[src/rtl/vga_arb_pkg.sv]
// Shared types and default widths for the VGA plot-port arbiter.
// Optional forced-release support is enabled by defining VGA_ARB_TIMEOUT_EN.
package vga_arb_pkg;

  typedef enum logic [1:0] {
    ST_IDLE  = 2'd0,
    ST_GRANT = 2'd1,
    ST_GAP   = 2'd2
  } arb_state_e;

  // Default geometry: 320x240 screen, 3-bit colour
  localparam int VGA_X_W = 9;
  localparam int VGA_Y_W = 8;
  localparam int VGA_C_W = 3;

  // Round-robin successor of an index within n requesters
  function automatic int unsigned rr_next(input int unsigned idx, input int unsigned n);
    return (idx + 1 >= n) ? 0 : idx + 1;
  endfunction

endpackage

[src/rtl/vga_plot_arbiter_rr_pick.sv]
// Combinational round-robin priority encoder: first set request at or after rr_ptr,
// wrapping modulo N_REQ.
module rr_pick #(
  parameter int N_REQ = 4,
  parameter int IDX_W = $clog2(N_REQ)
) (
  input  logic [N_REQ-1:0] req,
  input  logic [IDX_W-1:0] rr_ptr,
  output logic [IDX_W-1:0] idx,
  output logic             valid
);

  logic [IDX_W:0]   sum  [N_REQ];
  logic [IDX_W-1:0] cand [N_REQ];
  logic [N_REQ-1:0] hit;

  // cand[gi] is the requester examined at priority rank gi
  for (genvar gi = 0; gi < N_REQ; gi++) begin : g_cand
    assign sum[gi]  = {1'b0, rr_ptr} + (IDX_W+1)'(gi);
    assign cand[gi] = (sum[gi] >= (IDX_W+1)'(N_REQ)) ?
                      IDX_W'(sum[gi] - (IDX_W+1)'(N_REQ)) : sum[gi][IDX_W-1:0];
    assign hit[gi]  = req[cand[gi]];
  end

  // Scan from lowest priority upward so the highest-priority hit is written last
  always_comb begin
    idx   = '0;
    valid = 1'b0;
    for (int k = N_REQ - 1; k >= 0; k--) begin
      if (hit[k]) begin
        idx   = cand[k];
        valid = 1'b1;
      end
    end
  end

endmodule

[src/rtl/vga_plot_arbiter.sv]
// Round-robin owner of the single VGA adapter plot port shared by the animation engines.
// Define VGA_ARB_TIMEOUT_EN to force release of a grant held for MAX_HOLD cycles.
module vga_plot_arbiter
  import vga_arb_pkg::*;
#(
  parameter int N_REQ    = 4,
  parameter int X_W      = VGA_X_W,
  parameter int Y_W      = VGA_Y_W,
  parameter int C_W      = VGA_C_W,
  parameter int MAX_HOLD = 2000000
) (
  input  logic               clock,
  input  logic               reset,
  input  logic [N_REQ-1:0]   req,
  input  logic [N_REQ*X_W-1:0] pix_x,
  input  logic [N_REQ*Y_W-1:0] pix_y,
  input  logic [N_REQ*C_W-1:0] pix_colour,
  input  logic [N_REQ-1:0]   pix_plot,
  output logic [N_REQ-1:0]   grant,
  output logic [X_W-1:0]     x,
  output logic [Y_W-1:0]     y,
  output logic [C_W-1:0]     colour,
  output logic               plot,
  output logic               busy,
  output logic               timeout
);

  localparam int IDX_W = $clog2(N_REQ);

  if (N_REQ < 2 || N_REQ > 8 || MAX_HOLD < 1) begin : g_bad_cfg
    $error("vga_plot_arbiter: N_REQ must be 2..8 and MAX_HOLD >= 1");
  end

  arb_state_e       state_reg;
  logic [N_REQ-1:0] grant_reg;
  logic [IDX_W-1:0] owner_reg;
  logic [IDX_W-1:0] rr_ptr_reg;
  logic [IDX_W-1:0] rr_ptr_next;
  logic [X_W-1:0]   x_reg;
  logic [Y_W-1:0]   y_reg;
  logic [C_W-1:0]   colour_reg;
  logic             plot_reg;
  logic             busy_reg;

  logic [X_W-1:0]   px_arr [N_REQ];
  logic [Y_W-1:0]   py_arr [N_REQ];
  logic [C_W-1:0]   pc_arr [N_REQ];

  for (genvar gi = 0; gi < N_REQ; gi++) begin : g_unpack
    assign px_arr[gi] = pix_x[gi*X_W +: X_W];
    assign py_arr[gi] = pix_y[gi*Y_W +: Y_W];
    assign pc_arr[gi] = pix_colour[gi*C_W +: C_W];
  end

  logic             owner_req;
  logic             force_rel;
  logic [N_REQ-1:0] req_eff;
  logic [IDX_W-1:0] pick_idx;
  logic             pick_valid;

  assign owner_req   = req[owner_reg];
  assign rr_ptr_next = IDX_W'(rr_next(32'(owner_reg), N_REQ));

`ifdef VGA_ARB_TIMEOUT_EN
  localparam int HOLD_W = $clog2(MAX_HOLD + 1);
  logic [HOLD_W-1:0] hold_cnt_reg;
  logic [N_REQ-1:0]  lock_reg;
  logic              timeout_reg;

  // A timed-out engine stays locked out until it lets go of req
  assign req_eff   = req & ~lock_reg;
  assign force_rel = owner_req && (hold_cnt_reg == HOLD_W'(MAX_HOLD - 1));
  assign timeout   = timeout_reg;
`else
  assign req_eff   = req;
  assign force_rel = 1'b0;
  assign timeout   = 1'b0;
`endif

  rr_pick #(
    .N_REQ (N_REQ),
    .IDX_W (IDX_W)
  ) u_rr_pick (
    .req    (req_eff),
    .rr_ptr (rr_ptr_reg),
    .idx    (pick_idx),
    .valid  (pick_valid)
  );

  always_ff @(posedge clock) begin
    if (reset) begin
      state_reg  <= ST_IDLE;
      grant_reg  <= '0;
      owner_reg  <= '0;
      rr_ptr_reg <= '0;
      x_reg      <= '0;
      y_reg      <= '0;
      colour_reg <= '0;
      plot_reg   <= 1'b0;
      busy_reg   <= 1'b0;
`ifdef VGA_ARB_TIMEOUT_EN
      hold_cnt_reg <= '0;
      lock_reg     <= '0;
      timeout_reg  <= 1'b0;
`endif
    end else begin
`ifdef VGA_ARB_TIMEOUT_EN
      timeout_reg <= 1'b0;
      lock_reg    <= lock_reg & req;
`endif
      case (state_reg)
        ST_IDLE: begin
          plot_reg <= 1'b0;
          if (pick_valid) begin
            grant_reg <= N_REQ'(1) << pick_idx;
            owner_reg <= pick_idx;
            busy_reg  <= 1'b1;
            state_reg <= ST_GRANT;
`ifdef VGA_ARB_TIMEOUT_EN
            hold_cnt_reg <= '0;
`endif
          end
        end
        ST_GRANT: begin
          if (!owner_req || force_rel) begin
            // x/y/colour keep the last pixel; only plot drops
            grant_reg  <= '0;
            plot_reg   <= 1'b0;
            busy_reg   <= 1'b0;
            rr_ptr_reg <= rr_ptr_next;
            state_reg  <= ST_GAP;
`ifdef VGA_ARB_TIMEOUT_EN
            if (force_rel) begin
              timeout_reg          <= 1'b1;
              lock_reg[owner_reg]  <= 1'b1;
            end
`endif
          end else begin
            x_reg      <= px_arr[owner_reg];
            y_reg      <= py_arr[owner_reg];
            colour_reg <= pc_arr[owner_reg];
            plot_reg   <= pix_plot[owner_reg];
`ifdef VGA_ARB_TIMEOUT_EN
            hold_cnt_reg <= hold_cnt_reg + 1'b1;
`endif
          end
        end
        ST_GAP: begin
          plot_reg  <= 1'b0;
          state_reg <= ST_IDLE;
        end
        default: begin
          grant_reg <= '0;
          plot_reg  <= 1'b0;
          busy_reg  <= 1'b0;
          state_reg <= ST_IDLE;
        end
      endcase
    end
  end

  assign grant  = grant_reg;
  assign x      = x_reg;
  assign y      = y_reg;
  assign colour = colour_reg;
  assign plot   = plot_reg;
  assign busy   = busy_reg;

endmodule

[config.mk]
export PLATFORM = sky130hd
export DESIGN_NAME = vga_plot_arbiter
export DESIGN_NICKNAME = d
export VERILOG_FILES = /design/src/rtl/vga_arb_pkg.sv /design/src/rtl/vga_plot_arbiter_rr_pick.sv /design/src/rtl/vga_plot_arbiter.sv
export SDC_FILE = /design/constraint.sdc
export NUM_CORES = 1
export LEC_CHECK = 0
export ABC_AREA = 1
export BUFFER_PORTS_ARGS = -buffer_cell sky130_fd_sc_hd__buf_2
export CAP_MARGIN = 15
export CORE_MARGIN = 3
export CORE_UTILIZATION = 37
export DETAILED_ROUTE_END_ITERATION = 12
export GPL_ROUTABILITY_DRIVEN = 0
export PLACE_DENSITY = 0.74
export SYNTH_ARGS = -nofsm -noshare
export SYNTH_HDL_FRONTEND = slang
export SYNTH_SLANG_ARGS = --single-unit
[constraint.sdc]
create_clock -name clock -period 1.72 [get_ports clock]
set_input_delay 0.344 -clock clock [delete_from_list [all_inputs] [get_ports clock]]
set_output_delay 0.344 -clock clock [all_outputs]
set_load 0.005 [all_outputs]
==> flow_summary.ini, run 1 <==
[job]
cap_violations = 0

[sta]
finalCriticalPeriod_ns = 1.53
slew_viol_final = 0
finalSetupViolations = 0
hold_viol = 0
worst-slew-pin-transition_ns = 0.513
fin_crit_sh = 0.889
hold-worst-slack_ns = 0.325
rsz0062_at_grt = no
skew_ns = 0.00633
fmax_mhz = 654
tns_ns = 0
relSlewSlack = 0.657

[setup_path]
endpoint_kind = flop
critPathMaxFanout = 17
r2r-end = plot
path_class = flop to flop
critPathLaunchType = flop
r2r_setup_slack_ns = 0.19
r2r_cells = 5
crit_required_ns = 1.87
worstPathArrival_ns = 1.68
reg2reg_from = owner_reg[0]

[route]
drt_pass1_iterations = 4
detail_route.wl_per_cell_um = 12.1
drtAntennaViolNets = 0
drtIter0Drc = 47
wl_um = 6120
vias = 2481
viasPerCell = 4.91
drcViolationCount = 0

[layout]
largest_reg_flops = 9
final_core_util = 0.539
drive_gt1_frac = 0.352
area_growth_pct = 38.6
n_antenna_cell = 0
fin_nets = 525

[clock_network]
root_buffer = clkbuf_8
hold_buffers = 0
cts_buffers = 5
cts.clk_slew.worst_paths_ns = 0.07
cts_tree = yes
cts_resized = 1
cts_sinks = 32
ctsHtreeMaxLevel = 2
cts_setup_buffers = 0
clk_path_buf_depth = 2
clk_latency_ns = 0.29

[die]
rows = 26
ios = 117
die_height_um = 80.0
core_um2 = 5200
start_util = 0.389
die_width_um = 80.0
die_area_um2 = 6400

[global_routing]
grt_max_degree = 33
antenna_found_initial = 0
grt_pass1_vias = 2286
grt_pass1_wl_um = 9940
gr-usage-all-layers = 0.195
globalRoute.totalOverflow = 0

[synthesis]
synth_cells = 322
synth_edf_count = 0
synth.avg_cell_area_um2 = 6.29
synth_seq_cells = 32
ys_warn_count = 0
ys_seq_area_frac = 0.316
netlist_area_um2 = 2020
synthFlopType = dfxtp_1
synthDistinctLibCells = 30
syn_nets = 413
async_flop_share = 0

[pwr]
finalPower_mw = 4.31
peakVddDrop_mv = 0.659
power_density_nw_per_um2 = 1530
p_leak_nw = 1.38

[hold_path]
hold_path_depth = 2
min_from = reset
holdCritPathClass = primary input to flop
hold_end = state_reg[0]

[status]
status = completed

[placed_design]
place_hpwl_um = 4820
port_buffers = 115
cells by family (layout without fill, tap and decap cells):
family	after synthesis	in the layout	share of synthesized area
DFF	32	32	0.316
buffers and inverters	56	169	0.117
and+or+nand+nor	109	109	0.230
other	1	1	0.00185
AOI/OAI and AO/OA	123	123	0.329
adders and majority gates	1	1	0.00618
per-stage QoR:
stage / area (µm²) / setup WS (ns) / instances
final: 2810 / 0.190 / 505
after global routing: 2810 / 0.00366 / 505
after CTS: 2800 / 0.0570 / 505
after detailed placement: 2710 / 0.0237 / 497
after global placement: 2710 / 0.133 / 497
after floorplan: 2020 / 0.418 / 322
worst max-delay path, cell delays in order (launching register included):
cell and delay (ns):
dfxtp_2 0.42, a21oi_1 0.09, o21ai_0 0.11, nand3_1 0.19, buf_4 0.24, a2111oi_1 0.35
routing by layer:
metal | vias to the layer above | track usage | wire, µm
li1 | 1297 | - | -
met1 | 1086 | 0.238 | 2720
met2 | 93 | 0.329 | 2870
met3 | 5 | 0.0553 | 457
met4 | 0 | 0.0608 | 74
met5 | - | 0 | 0
power by group:
group          internal, mW  switching [mW]
Clock                 0.286           0.300
Combinational          1.02            1.49
Sequential             1.01           0.199
layout make-up:
cell class,count,area (µm²)
Tap cell,70,87.6
Sequential cell,32,643
Fill cell,539,2400
Inverter,35,139
Multi-Input combinational cell,234,1150
Clock inverter,3,23.8
Timing Repair Buffer,126,696
Clock buffer,5,68.8
synthesized netlist by cell type, types with 2 or more instances:
| library cell | instances | share of area |
|---|---|---|
| a21oi_1 | 31 | 0.077 |
| buf_1 | 2 | 0.0037 |
| buf_2 | 5 | 0.012 |
| clkbuf_1 | 11 | 0.020 |
| dfxtp_1 | 32 | 0.32 |
| inv_1 | 32 | 0.059 |
| inv_2 | 2 | 0.0037 |
| nand2_1 | 39 | 0.072 |
| nand2_2 | 6 | 0.019 |
| nand3_1 | 11 | 0.027 |
| nor2_1 | 47 | 0.087 |
| nor2_2 | 2 | 0.0062 |
| o21ai_0 | 57 | 0.14 |
| o21ai_1 | 10 | 0.025 |
| o22ai_1 | 20 | 0.062 |
cells in the final DEF, fill, tap and decap left out, types with 10 or more instances in the layout:
cell	n
buf_2	115
o21ai_0	57
nor2_1	47
nand2_1	39
inv_1	32
a21oi_1	31
dfxtp_1	30
o22ai_1	20
nand3_1	11
o21ai_1	10
worst max-delay path by stage:
| stage | endpoint | from |
|---|---|---|
| global placement | plot | owner_reg[0] |
| finish | plot | owner_reg[0] |
| detailed placement | plot | owner_reg[0] |
| CTS | grant[0] | rr_ptr_reg[0] |
| global route | plot | owner_reg[0] |
| floorplan | grant[1] | rr_ptr_reg[0] |
No activity file was read; power rests on OpenSTA's default activity.
==> inputs of run 2 (changes only) <==
--- a/config.mk
+++ b/config.mk
@@ -5,14 +5,14 @@
 export SDC_FILE = /design/constraint.sdc
 export NUM_CORES = 1
 export LEC_CHECK = 0
-export ABC_AREA = 1
+export ABC_AREA = 0
 export BUFFER_PORTS_ARGS = -buffer_cell sky130_fd_sc_hd__buf_2
 export CAP_MARGIN = 15
 export CORE_MARGIN = 3
 export CORE_UTILIZATION = 37
 export DETAILED_ROUTE_END_ITERATION = 12
 export GPL_ROUTABILITY_DRIVEN = 0
-export PLACE_DENSITY = 0.74
+export PLACE_DENSITY = 0.77
 export SYNTH_ARGS = -nofsm -noshare
 export SYNTH_HDL_FRONTEND = slang
 export SYNTH_SLANG_ARGS = --single-unit
==> flow_summary.ini, run 2 <==
[synthesis]
synth_top_area_share = 0.357
synthDistinctLibCells = 33
ys_warn_count = 0
synthTopCellsByArea = dfxtp_1 (36%), mux4_2 (26%), nand2_1 (9.2%)
synth_seq_cells = 32
synth_edf_count = 0
synth_cells = 175
synthFlopType = dfxtp_1
synth_top_area_cell = dfxtp_1
async_flop_share = 0
synthTopCellsByCount = nand2_1 (44), dfxtp_1 (32), a21oi_1 (26)
ys_seq_area_frac = 0.357
synth_most_common_cell = nand2_1
netlist_area_um2 = 1790
synth.avg_cell_area_um2 = 10.2
syn_nets = 266

[layout]
fin_nets = 385
n_antenna_cell = 0
drive_gt1_frac = 0.546
final_area_um2 = 2540
final_core_util = 0.564
area_growth_pct = 41.8
final_common_cell = buf_2
largest_reg_flops = 9
final_cell_mix = buf_2 (115), nand2_1 (44), dfxtp_1 (31), a21oi_1 (26), mux4_2 (21)

[sta]
rsz0062_at_grt = no
fmax_mhz = 620
finalSetupViolations = 0
hold_viol = 0
layout_setup_ws_ns = 0.108
tns_ns = 0
fin_crit_sh = 0.937
hold-worst-slack_ns = 0.389
finalCriticalPeriod_ns = 1.61
slew_viol_final = 0
skew_ns = 0.00309

[setup_path]
r2r-end = rr_ptr_reg[0]
r2r_setup_slack_ns = 0.11
critPathLaunchType = flop
reg2reg_from = owner_reg[1]
crit_chain = mux4_1 -> and2b_2 -> mux2i_1 -> nor2_1
critPathMaxFanout = 4
cp_slowest_cell = mux4_1
endpoint_kind = flop
endpoint = rr_ptr_reg[0]
critPathLaunch = owner_reg[1]
worstPathArrival_ns = 1.77
r2r_cells = 4
crit_required_ns = 1.88
path_class = flop to flop
slowest_delay_ns = 0.62

[global_routing]
grt_pass1_vias = 1794
antenna_found_initial = 0
globalRoute.totalOverflow = 0
grt_max_degree = 24
gr-usage-all-layers = 0.177
grt_pass1_wl_um = 7620

[clock_network]
cts_setup_buffers = 0
clk_path_buf_depth = 2
hold_buffers = 0
cts_buffers = 5
root_buffer = clkbuf_8
clk_latency_ns = 0.27
ctsHtreeMaxLevel = 2
cts_resized = 0
cts.clk_slew.worst_paths_ns = 0.06
cts_sinks = 32
cts_tree = yes

[route]
drtAntennaViolNets = 0
vias = 1798
detail_route.wl_per_cell_um = 14.5
drtIter0Drc = 51
wl_um = 5040
viasPerCell = 5.18
drcViolationCount = 0
drt_pass1_iterations = 4

[placed_design]
post-place-ws_ns = 0.0462
place_hpwl_um = 4160
placed_cell_area_um2 = 2450
port_buffers = 115

[die]
die_area_um2 = 5720
rows = 24
core_um2 = 4500
die_width_um = 75.6
die_height_um = 75.6
ios = 117
start_util = 0.398

[job]
cap_violations = 0

[hold_path]
holdCritPathClass = primary input to flop

[pwr]
power_density_nw_per_um2 = 777
p_leak_nw = 1.16
peakVddDrop_mv = 0.320

[status]
status = completed
run 2: changes by cell type in the layout (fill, tap and decap cells not counted), sizes merged, moves of 3 or more:
cell    before  now
a21oi       32   26
a32o         0    4
and2b        0    3
inv         35    1
mux4         0   22
nand2b       0    3
nand3       11    0
nor2        50    6
o21ai       69    0
o22ai       20    0
run 2: kinds of logic after synthesis:
| family | share of synthesized area |
|---|---|
| other | 0.00209 |
| AND/OR/NAND/NOR | 0.160 |
| AO/OA/AOI/OAI | 0.130 |
| flip-flops | 0.357 |
| buffers and inverters | 0.0537 |
| adder cells (fa/ha/maj) | 0.00698 |
| multiplexers | 0.290 |
run 2: layout make-up:
cell class | count | area, µm²
Clock buffer | 6 | 82.6
Inverter | 1 | 3.75
Sequential cell | 32 | 642
Timing Repair Buffer | 126 | 683
Fill cell | 412 | 1960
Clock inverter | 2 | 10.0
Multi-Input combinational cell | 128 | 1060
Tap cell | 52 | 65.1
run 2: per-stage QoR:
step,cells,total power [mW]
6_report,347,1.98
5_1_grt,347,2.10
4_1_cts,347,2.01
3_5_place_dp,339,1.42
3_3_place_gp,339,1.41
2_1_floorplan,175,1.19
run 2: where the power goes:
part / internal [mW] / switching (mW) / total (mW)
Clock: 0.319 / 0.255 / 0.573
Sequential: 0.802 / 0.0335 / 0.835
Combinational: 0.321 / 0.246 / 0.567
run 2: how the worst min path moves through the flow:
stage	cells after the start	slack [ns]	endpoint	start
floorplan	2	0.45	colour[0]	colour[0]
global placement	2	0.44	y[5]	y[5]
finish	2	0.39	owner_reg[0]	reset
global route	2	0.40	x[6]	reset
CTS	2	0.39	owner_reg[0]	reset
detailed placement	2	0.44	y[3]	y[3]
run 2: routing by layer:
layer / GRT usage / up-vias / routed length (µm)
met5: 0 / - / 0
met4: 0.0427 / 0 / 58
met3: 0.0462 / 8 / 479
met2: 0.361 / 90 / 2530
met1: 0.174 / 824 / 1970
li1: - / 876 / -
run 2: critical path, delay by kind of cell, from the launching register on:
kind,cells,cell delay (ns)
and+or+nand+nor,2,0.34
DFF,1,0.35
muxes,2,0.80
